File: src/rtl/adder_2_seq_arb_if.sv
// Request, response and adder-slice signals of the serial add arbiter.
interface adder_2_seq_arb_if #(parameter int WIDTH = 8);
  logic             req0_valid;
  logic             req0_ready;
  logic [WIDTH-1:0] req0_a;
  logic [WIDTH-1:0] req0_b;
  logic             req0_cin;
  logic             req1_valid;
  logic             req1_ready;
  logic [WIDTH-1:0] req1_a;
  logic [WIDTH-1:0] req1_b;
  logic             req1_cin;
  logic             rsp_valid;
  logic             rsp_ready;
  logic             rsp_id;
  logic [WIDTH-1:0] rsp_sum;
  logic             rsp_cout;
  logic [1:0]       slice_a;
  logic [1:0]       slice_b;
  logic             slice_cin;
  logic [1:0]       slice_sum;
  logic             slice_cout;

  modport slave (
    input  req0_valid, req0_a, req0_b, req0_cin,
    output req0_ready,
    input  req1_valid, req1_a, req1_b, req1_cin,
    output req1_ready,
    output rsp_valid, rsp_id, rsp_sum, rsp_cout,
    input  rsp_ready,
    output slice_a, slice_b, slice_cin,
    input  slice_sum, slice_cout
  );

  modport master (
    output req0_valid, req0_a, req0_b, req0_cin,
    input  req0_ready,
    output req1_valid, req1_a, req1_b, req1_cin,
    input  req1_ready,
    input  rsp_valid, rsp_id, rsp_sum, rsp_cout,
    output rsp_ready,
    input  slice_a, slice_b, slice_cin,
    output slice_sum, slice_cout
  );
endinterface

File: src/rtl/adder_2_seq_arb.sv
// Round-robin shares one external 2-bit adder slice between two requesters; result valid WIDTH/2 edges after accept.
// Requests are refused while an operation runs or its result waits; the result holds until rsp_ready.
module adder_2_seq_arb #(
  parameter int WIDTH = 8
) (
  input logic              clk,
  input logic              rst,
  adder_2_seq_arb_if.slave bus
);
  localparam int STEPS = WIDTH / 2;
  localparam int CW    = (STEPS > 1) ? $clog2(STEPS) : 1;

  typedef enum logic [1:0] {IDLE, RUN, DONE} state_t;

  state_t           state;
  logic             last;
  logic [WIDTH-1:0] a_sh;
  logic [WIDTH-1:0] b_sh;
  logic             carry;
  logic [CW-1:0]    count;
  logic [WIDTH-1:0] sum_r;
  logic             cout_r;
  logic             id_r;
  logic             valid_r;
  logic             gnt0;
  logic             gnt1;

  // On a tie the requester that was not served last wins.
  assign gnt0 = bus.req0_valid && (!bus.req1_valid || last);
  assign gnt1 = bus.req1_valid && (!bus.req0_valid || !last);

  assign bus.req0_ready = !rst && (state == IDLE) && gnt0;
  assign bus.req1_ready = !rst && (state == IDLE) && gnt1;

  assign bus.slice_a   = (state == RUN) ? a_sh[1:0] : 2'b00;
  assign bus.slice_b   = (state == RUN) ? b_sh[1:0] : 2'b00;
  assign bus.slice_cin = (state == RUN) ? carry : 1'b0;

  assign bus.rsp_valid = valid_r;
  assign bus.rsp_id    = id_r;
  assign bus.rsp_sum   = sum_r;
  assign bus.rsp_cout  = cout_r;

  always_ff @(posedge clk or posedge rst) begin
    if (rst) begin
      state   <= IDLE;
      last    <= 1'b1;
      a_sh    <= '0;
      b_sh    <= '0;
      carry   <= 1'b0;
      count   <= '0;
      sum_r   <= '0;
      cout_r  <= 1'b0;
      id_r    <= 1'b0;
      valid_r <= 1'b0;
    end else begin
      case (state)
        IDLE: begin
          if (gnt0 || gnt1) begin
            a_sh  <= gnt1 ? bus.req1_a : bus.req0_a;
            b_sh  <= gnt1 ? bus.req1_b : bus.req0_b;
            carry <= gnt1 ? bus.req1_cin : bus.req0_cin;
            count <= '0;
            id_r  <= gnt1;
            last  <= gnt1;
            state <= RUN;
          end
        end
        RUN: begin
          // Result pairs enter at the top; after STEPS shifts the first pair sits at bit 0.
          sum_r <= (sum_r >> 2) | (WIDTH'(bus.slice_sum) << (WIDTH - 2));
          carry <= bus.slice_cout;
          a_sh  <= a_sh >> 2;
          b_sh  <= b_sh >> 2;
          count <= count + CW'(1);
          if (count == CW'(STEPS - 1)) begin
            cout_r  <= bus.slice_cout;
            valid_r <= 1'b1;
            state   <= DONE;
          end
        end
        DONE: begin
          if (bus.rsp_ready) begin
            valid_r <= 1'b0;
            state   <= IDLE;
          end
        end
        default: state <= IDLE;
      endcase
    end
  end
endmodule

File: src/flat_wrapper.sv
// flat-port wrapper written by rule: the top's interface ports become plain ports
module adder_2_seq_arb_flat 
#(
  parameter int WIDTH = 8
)
  (clk, rst, bus_req0_valid, bus_req0_a, bus_req0_b, bus_req0_cin, bus_req0_ready, bus_req1_valid, bus_req1_a, bus_req1_b, bus_req1_cin, bus_req1_ready, bus_rsp_valid, bus_rsp_id, bus_rsp_sum, bus_rsp_cout, bus_rsp_ready, bus_slice_a, bus_slice_b, bus_slice_cin, bus_slice_sum, bus_slice_cout);
  adder_2_seq_arb_if #(.WIDTH(WIDTH)) bus_i ();
  input logic clk;
  input logic rst;
  input wire logic [$bits(bus_i.req0_valid)-1:0] bus_req0_valid;
  input wire logic [$bits(bus_i.req0_a)-1:0] bus_req0_a;
  input wire logic [$bits(bus_i.req0_b)-1:0] bus_req0_b;
  input wire logic [$bits(bus_i.req0_cin)-1:0] bus_req0_cin;
  output wire logic [$bits(bus_i.req0_ready)-1:0] bus_req0_ready;
  input wire logic [$bits(bus_i.req1_valid)-1:0] bus_req1_valid;
  input wire logic [$bits(bus_i.req1_a)-1:0] bus_req1_a;
  input wire logic [$bits(bus_i.req1_b)-1:0] bus_req1_b;
  input wire logic [$bits(bus_i.req1_cin)-1:0] bus_req1_cin;
  output wire logic [$bits(bus_i.req1_ready)-1:0] bus_req1_ready;
  output wire logic [$bits(bus_i.rsp_valid)-1:0] bus_rsp_valid;
  output wire logic [$bits(bus_i.rsp_id)-1:0] bus_rsp_id;
  output wire logic [$bits(bus_i.rsp_sum)-1:0] bus_rsp_sum;
  output wire logic [$bits(bus_i.rsp_cout)-1:0] bus_rsp_cout;
  input wire logic [$bits(bus_i.rsp_ready)-1:0] bus_rsp_ready;
  output wire logic [$bits(bus_i.slice_a)-1:0] bus_slice_a;
  output wire logic [$bits(bus_i.slice_b)-1:0] bus_slice_b;
  output wire logic [$bits(bus_i.slice_cin)-1:0] bus_slice_cin;
  input wire logic [$bits(bus_i.slice_sum)-1:0] bus_slice_sum;
  input wire logic [$bits(bus_i.slice_cout)-1:0] bus_slice_cout;
  assign bus_i.req0_valid = bus_req0_valid;
  assign bus_i.req0_a = bus_req0_a;
  assign bus_i.req0_b = bus_req0_b;
  assign bus_i.req0_cin = bus_req0_cin;
  assign bus_req0_ready = bus_i.req0_ready;
  assign bus_i.req1_valid = bus_req1_valid;
  assign bus_i.req1_a = bus_req1_a;
  assign bus_i.req1_b = bus_req1_b;
  assign bus_i.req1_cin = bus_req1_cin;
  assign bus_req1_ready = bus_i.req1_ready;
  assign bus_rsp_valid = bus_i.rsp_valid;
  assign bus_rsp_id = bus_i.rsp_id;
  assign bus_rsp_sum = bus_i.rsp_sum;
  assign bus_rsp_cout = bus_i.rsp_cout;
  assign bus_i.rsp_ready = bus_rsp_ready;
  assign bus_slice_a = bus_i.slice_a;
  assign bus_slice_b = bus_i.slice_b;
  assign bus_slice_cin = bus_i.slice_cin;
  assign bus_i.slice_sum = bus_slice_sum;
  assign bus_i.slice_cout = bus_slice_cout;
  adder_2_seq_arb #(.WIDTH(WIDTH)) u_core (.clk(clk), .rst(rst), .bus(bus_i));
endmodule
File: config.mk
export PLATFORM = sky130hd
export DESIGN_NAME = adder_2_seq_arb_flat
export DESIGN_NICKNAME = d
export VERILOG_FILES = /design/src/rtl/adder_2_seq_arb_if.sv /design/src/rtl/adder_2_seq_arb.sv /design/src/flat_wrapper.sv
export SDC_FILE = /design/constraint.sdc
export NUM_CORES = 1
export LEC_CHECK = 0
export BUFFER_PORTS_ARGS = -buffer_cell sky130_fd_sc_hd__buf_4
export CORE_MARGIN = 1
export CORE_UTILIZATION = 50
export CTS_CLUSTER_SIZE = 25
export DETAILED_ROUTE_END_ITERATION = 12
export PLACE_DENSITY = 0.89
export SYNTH_ARGS = -nofsm -noshare
export SYNTH_HDL_FRONTEND = slang
export SYNTH_SLANG_ARGS = --single-unit
export TNS_END_PERCENT = 50
File: constraint.sdc
create_clock -name clk -period 1.9 [get_ports clk]
set_input_delay 0.19 -clock clk [delete_from_list [all_inputs] [get_ports clk]]
set_output_delay 0.19 -clock clk [all_outputs]
set_load 0.05 [all_outputs]
== Word-level counts from Yosys, hierarchy flattened ==
Cells that the tools add are included.

* Reductions and logical operators: 20
* Eq/ne operators: 6
* Mux-type cells: 21
* Add/subtract/negate cells: 1
* Bitwise gates (word level): 1

{| class="wikitable"
|+ Operators with widths
! operator !! count
|-
| $mux W8 || 4
|-
| $pmux W8 S2 || 2
|-
| $mux W2 || 6
|-
| $or A6 B8 Y8 || 1
|-
| $ne A2 B2 Y1 const B || 3
|-
| $pmux W2 S3 || 1
|-
| $reduce_and A2 Y1 || 3
|-
| $reduce_and A3 Y1 || 2
|-
| $logic_and A1 B1 Y1 || 5
|-
| $mux W1 || 5
|-
| $eq A2 B2 Y1 const B || 2
|-
| $logic_not A1 Y1 || 4
|-
| $pmux W1 S2 || 2
|-
| $pmux W2 S2 || 1
|-
| $reduce_bool A2 Y1 || 2
|-
| $logic_or A1 B1 Y1 || 3
|-
| $add A2 B1 Y2 const B || 1
|-
| $eq A2 B1 Y1 const B || 1
|-
| $logic_not A2 Y1 || 1
|}

* Input port bits: 42
* Register bits after elaboration: 33
* Logic and storage cells: 59
* Output and inout bits: 18

== Longest topological paths before layout ==
Gate-level depths: netlist of the first run.

* Depth in word-level cells: 6
* Gate-level depth with buffers: 6
* Depth with buffers taken out: 3

== Worst setup path after synthesis of the first run ==
No wires, ideal clock.

* Path kind: flip-flop to output port
* Start: register u_core.state[1]
* End: output port bus_req0_ready
* Path slack: -0.625 ns
* Buffers on the path: 1
* Stages on the path, launching flop included: 4
* Arrival: 2.335 ns
* Data required time: 1.710 ns
* Cell sequence: dfrtp_1 > buf_2 > nor2_2 > nor4bb_1

* Cells in the longest elaborated chain, start to end: 3

{| class="wikitable"
|+ RTL lines
! element !! line !! text
|-
| start: declaration || adder_2_seq_arb.sv:15 || <nowiki>state_t state;</nowiki>
|-
| start signal: assignment || adder_2_seq_arb.sv:46 || <nowiki>state <= IDLE;</nowiki>
|-
| start signal: assignment || adder_2_seq_arb.sv:66 || <nowiki>state <= RUN;</nowiki>
|-
| start signal: assignment || adder_2_seq_arb.sv:79 || <nowiki>state <= DONE;</nowiki>
|-
| $logic_not A2 Y1 || adder_2_seq_arb.sv:32 || <nowiki>assign bus.req0_ready = !rst && (state == IDLE) && gnt0;</nowiki>
|-
| $logic_and A1 B1 Y1 (2 in series) || adder_2_seq_arb.sv:32 ||
|-
| end: declaration || flat_wrapper.sv:14 || <nowiki>output wire logic [$bits(bus_i.req0_ready)-1:0] bus_req0_ready;</nowiki>
|}

No other way between the ends.

== Worst setup path in the final report of the first run ==
* Start: register u_core.state[1]
* End: output port bus_slice_a[1]

* Cells in the longest elaborated chain, start to end: 2

{| class="wikitable"
|+ RTL lines
! element !! line !! text
|-
| $eq A2 B1 Y1 || adder_2_seq_arb.sv:35 || <nowiki>assign bus.slice_a = (state == RUN) ? a_sh[1:0] : 2'b00;</nowiki>
|-
| $mux W2 || adder_2_seq_arb.sv:35 ||
|-
| end: declaration || flat_wrapper.sv:25 || <nowiki>output wire logic [$bits(bus_i.slice_a)-1:0] bus_slice_a;</nowiki>
|}

No other way between the ends.

==> results.md, run 1 <==
* Cells after DPL at 279
* Normalized max-slew margin at 49.5%
* Gr usage total at 21.1%
* Mapped cell area at 0.00175 mm²
* Initial antenna violation count at 0
* Met3 Routed Length at 205 µm
* Starting Density at 52.5%
* Core Area at 0.00334 mm²
* Synth Area per Inst at 9.85 µm²
* Post-route antenna net violation count at 0
* Fin util at 71.7%
* GP Congestion at 0.752
* Die area at 0.00375 mm²
* Kind of critical path: reg2out
* Clock Latency Late Sink at 0.34 ns
* Synth unique cells at 34
* Root Driver: clkbuf_4
* Post-Synth Simple-Gate Area at 20.3%
* CTS sink cnt at 33
* Fmax at 0.553 GHz
* Share of cells above drive strength 1 at 41.6%
* RSZ-0062 raised after global routing: yes
* Met1 wire length at 1620 µm
* Clock skew at 0.0121 ns
* Hold Crit Class: in2reg
* DR WL/cell at 12.7 µm
* Hold Vio Cnt, Final at 0
* Seq cells post-synth at 33
* Worst Path Arrival at 1.62 ns
* Worst slew pin tran at 0.756 ns
* First-pass GRT wire length at 5860 µm
* Post-synthesis mux area share at 5.78%
* Vias in the first global route at 1,394
* IO Pins at 60
* Sequential area share after synthesis at 47.2%
* Crit path max fanout at 12
* PD cells at 1790 mW/mm²
* Tcrit/Tclk final at 95.2%
* Compound-Gate Fraction of Synth Area at 19.3%
* Worst Setup Start Kind: flip-flop
* Top Metal Used: met4
* Metal2 WL at 1850 µm
* Number of diodes at 0
* Async set-reset flop share out of synthesis at 100%
* Initial DRT Pass Iterations at 4
* Yosys warning total at 0
* Die span in y at 61.2 µm
* CTS Buf Count at 5
* Initial DRC count at 68
* CTS clk-pin slew, worst paths at 0.11 ns
* Commonest non-fill, non-tap cells in the layout: buf_4, nand2_1, dfrtp_1
* Critical path capture point type: output port
* Worst VDD drop at 1.02 mV
* Largest family of logic cells by synthesized area: simple AND/OR/NAND/NOR gates
* Drt drc at 0
* Commonest non-fill, non-tap cell in the layout: buf_4
* WP data required at 1.71 ns
* # rows at 21
* Grt ovf at 0
* I/O Buffers at 59
* Vias at 1,509
* Wirelength, routed at 3710 µm
* Leak Pwr at 0.00121 µW
* Status: finished, final reports clean
* CTS tree: built
* Area growth, synth to finish at 36.4%
* Post-Synthesis Cells at 178
* Post-layout min period at 1.81 ns
* Vias per cell at 5.19
* Fin. max-slew vios at 0
* Layout Cells excl Fill at 291
* Max-cap check violation count at 0
* Hpwl dp at 2600 µm
* Longest Clk Path Bufs at 2
* Final setup violation count at 0
* Largest net degree at the start of global routing at 34
* Syn Nets at 221
* Top FF cell, synth: dfrtp_1
* Htree depth at 2
* Layout Nets at 287
* Xor/xnor share of the synthesized area at 0%
* Adder-Cell Fraction of Synth Area at 0.714%
* Post-synth EDFFs at 0
* Die Wd at 61.2 µm
-- worst max-delay path, cell delays in order (launching register included) --
cell	delay, ns
dfrtp_2	0.48
buf_4	0.19
nand2b_1	0.15
buf_4	0.19
nor2_1	0.12
buf_6	0.17
-- cell families (layout without fill, tap and decap cells) --
| kind of cell | count (synthesis) | count (layout) |
|---|---|---|
| AO/OA/AOI/OAI | 39 | 39 |
| adder cells (fa/ha/maj) | 1 | 1 |
| buffers and inverters | 21 | 88 |
| flip-flops | 33 | 33 |
| multiplexers | 10 | 10 |
| AND/OR/NAND/NOR | 74 | 74 |
-- synth_stat cells (all sizes together) (3+ instances only) --
library cell	instances	area (µm²)
o21ai	14	70.1
mux2i	9	90.1
inv	9	33.8
nor3	13	95.1
dfrtp	32	801
a21oi	3	15.0
buf	11	80.1
nor2	12	47.6
nand2	39	146
a221oi	7	105
a31oi	3	18.8
o31ai	6	75.1
-- registers in the layout, indices dropped and copies added, names as in the netlist --
name,count
u_core.a_sh,8
u_core.b_sh,8
u_core.bus.rsp_sum,8
u_core.count,2
u_core.state,2
u_core.bus.rsp_cout,1
u_core.bus.rsp_id,1
u_core.bus.rsp_valid,1
u_core.carry,1
u_core.last,1
-- cell type report --
type | instances | area, µm²
clock buffers | 5 | 37.5
clock inverters | 3 | 65.1
fillers | 260 | 946
inverters | 9 | 33.8
multi-input cells | 124 | 826
flip-flops and latches | 33 | 828
well taps | 46 | 57.6
repair buffers | 71 | 543
-- final timing paths --
check                                      start                    end  slack, ns  cells after the start
min                             bus_slice_sum[0]  u_core.bus.rsp_sum[6]       0.03                      3
max                              u_core.state[1]         bus_slice_a[1]       0.09                      5
max reg2reg                      u_core.state[1]           u_core.carry       0.30                      3
max in group asynchronous                    rst        u_core.state[1]       1.04                      4
min in group asynchronous                    rst         u_core.b_sh[6]       0.52                      4
min reg2reg                u_core.bus.rsp_sum[0]  u_core.bus.rsp_sum[0]       0.49                      2
-- routing by layer --
layer / up-vias / global-route usage [%]
li1: 744 / -
met1: 711 / 26.4
met2: 50 / 36.6
met3: 4 / 4.20
met4: 0 / 6.82
met5: - / 0
-- through the flow --
stage	instance area [µm²]	power [µW]	setup TNS [ns]	hold slack [ns]	setup WS [ns]
floorplan	1770	3000	0	0.260	0.187
global placement	2240	3510	0	0.355	0.292
CTS	2360	4240	0	0.0250	0.00388
finish	2390	4280	0	0.0327	0.0904
detailed placement	2240	3570	0	0.349	0.240
global route	2390	4580	-0.0776	0.0293	-0.0239
-- repair_timing --
action	4_1_cts	5_1_grt
setup buffers	0	3
hold buffers	1	0
resized for setup	1	4
hold endpoints to repair	32	0
endpoints found under the setup margin	1	6
-- power by group --
group / switching (µW) / internal (µW)
combinational: 1490 / 882
sequential: 211 / 1040
clock: 254 / 407
total: 1950 / 2330
(Power assumes the default switching activity.)
==> run 2, diff against run 1 <==
ABC_AREA = 1   (was not set)
PLACE_DENSITY = 0.88   (was 0.89)
==> results.md, run 2 <==
* Status: finished, final reports clean
* Post-Synthesis Cells at 234
* Critical-path cell list: inv_2 -> nand2_1 -> nor2_4 -> nand3_1 -> nor2_1 -> buf_4
* CTS sink cnt at 33
* Kind of critical path: reg2out
* Drt drc at 0
* Gr usage total at 23.9%
* CP top delay family: simple AND/OR/NAND/NOR gates
* DR WL/cell at 11.2 µm
* Largest net degree at the start of global routing at 32
* Clock skew at 0.00541 ns
* Worst path bufs/invs at 2
* Post-layout min period at 1.75 ns
* Vias in the first global route at 1,486
* Worst Hold Launch: bus_rsp_ready
* Tcrit/Tclk final at 92.1%
* Initial DRT Pass Iterations at 4
* CTS tree: built
* Xor/xnor share of the synthesized area at 0%
* Commonest non-fill, non-tap cells in the layout: nand2_1, buf_4, dfrtp_1
* Mapped cell area at 0.00180 mm²
* Area growth, synth to finish at 26.7%
* Synth top area share at 44.5%
* Syn Nets at 277
* Cells after DPL at 332
* Synth unique cells at 22
* Hold Crit Class: in2reg
* Critical path capture point type: output port
* Wirelength, routed at 3820 µm
* Hold Vio Cnt, Final at 0
* Setup Total Neg Slack at 0 ns
* Post-synthesis mux area share at 0%
* Worst Setup Start Kind: flip-flop
* Vias per cell at 4.95
* Initial antenna violation count at 0
* Post-synth EDFFs at 0
* Compound-Gate Fraction of Synth Area at 4.11%
* Filler cells at 308
* Reg2reg start: u_core.state[1]
* RSZ-0062 raised after global routing: no
* Fin. max-slew vios at 0
* Leading area contributor after synthesis: dfrtp_1
* Crit path max fanout at 5
* GP Congestion at 0.749
* Met1 wire length at 1720 µm
* Yosys warning total at 0
* Worst Path Arrival at 1.56 ns
* Top post-synthesis cells by count: nand2_1, dfrtp_1, nand3_1
* Most common cell in the netlist: nand2_1
* Initial DRC count at 85
* Root Driver: clkbuf_4
* Async set-reset flop share out of synthesis at 100%
* WP data required at 1.71 ns
* Top Metal Used: met4
* Hpwl dp at 2760 µm
* Core Area at 0.00339 mm²
* CP max stage cell: dfrtp_1
* Longest Clk Path Bufs at 2
* Share of cells above drive strength 1 at 26.1%
* Worst slew pin tran at 0.416 ns
* Power after layout at 3750 µW
* PostCTS Resize Cnt at 0
* Final WS setup at 0.150 ns
* Met3 Routed Length at 224 µm
* Reg-to-reg slack, setup at 0.47 ns
* # rows at 21
* Max-cap check violation count at 0
* Vias at 1,687
* Clock Latency Late Sink at 0.33 ns
* Post-Synth Simple-Gate Area at 38.9%
* Fmax at 0.571 GHz
* Top cells by area, synth: dfrtp_1, nand2_1, nand3_1, nor2_1, inv_1
* Adder-Cell Fraction of Synth Area at 0.696%
* Htree depth at 2
* Sequential area share after synthesis at 46.0%
* Die area at 0.00384 mm²
* Max incr delay on CP at 0.42 ns
* Reg area at 827 µm²
* Number of diodes at 0
* Die span in y at 62.0 µm
* Dpl ws at 0.495 ns
* PD cells at 1650 mW/mm²
* Placement Cell Area at 0.00222 mm²
* Hold worst-path end: u_core.state[1]
* Post-route cell area at 0.00228 mm²
* Largest family of logic cells by synthesized area: simple AND/OR/NAND/NOR gates
* IO Pins at 60
* Starting Density at 53.0%
* Metal2 WL at 1780 µm
* Grt ovf at 0
* Top FF cell, synth: dfrtp_1
* I/O Buffers at 59
* Layout Cells excl Fill at 341
* CTS Buf Count at 5
* R2R Path End: u_core.bus.rsp_cout
* CTS clk-pin slew, worst paths at 0.09 ns
* Worst VDD drop at 0.815 mV
* Final setup violation count at 0
* Area of the multi-input gates at 786 µm²
* Normalized max-slew margin at 72.2%
* Seq cells post-synth at 33
* Post-route antenna net violation count at 0
* Layout Nets at 337
* Leak Pwr at 0.00125 µW
* Synth Area per Inst at 7.68 µm²
* Die Wd at 62.0 µm
* R2R depth at 6
* Commonest non-fill, non-tap cell in the layout: nand2_1
* Min-Delay Path Depth at 2
* First-pass GRT wire length at 6480 µm
[run 2: layer usage]
layer  GRT usage [%]  up-vias
li1                -      853
met1            30.3      767
met2            36.0       58
met3            8.90        9
met4            11.7        0
met5               0        -
[run 2: timing repair]
item / in CTS / in global routing
buffers inserted: 0 / 0
endpoints found under the hold margin: 2 / 0
hold buffers: 1 / 0
[run 2: how the worst max path moves through the flow]
stage	startpoint	endpoint	cells past startpoint
after floorplan	u_core.state[1]	bus_req0_ready	3
final	u_core.state[1]	bus_req1_ready	6
after global routing	u_core.state[0]	bus_req1_ready	6
after detailed placement	u_core.state[1]	u_core.bus.rsp_cout	6
after CTS	u_core.state[1]	bus_req1_ready	6
after global placement	u_core.state[1]	u_core.bus.rsp_cout	6
[run 2: stage by stage]
step / utilization, % / hold slack [ns]
4_1_cts: 67.2 / 0.0337
3_5_place_dp: 65.4 / 0.0827
3_3_place_gp: 65.4 / 0.0750
2_1_floorplan: - / 0.286
5_1_grt: 67.2 / 0.0364
6_report: 67.2 / 0.0505
[run 2: layout make-up]
class	instances	area share (%)
Clock buffer	8	2.14
Tap cell	46	2.53
Sequential cell	33	36.3
Multi-Input combinational cell	169	34.5
Timing Repair Buffer	63	20.9
Inverter	22	3.63
[run 2: kinds of logic after synthesis]
logic type	after synthesis
buffers and inverters	32
and+or+nand+nor	154
adders and majority gates	1
AOI/OAI and AO/OA	14
DFF	33
[run 2: report_power, final]
part | internal (µW) | switching (µW) | total, µW | leakage, µW
sequential | 1050 | 202 | 1250 | 0.000407
clock | 147 | 222 | 369 | 0.0000265
combinational | 674 | 1450 | 2130 | 0.000814
total | 1870 | 1880 | 3750 | 0.00125
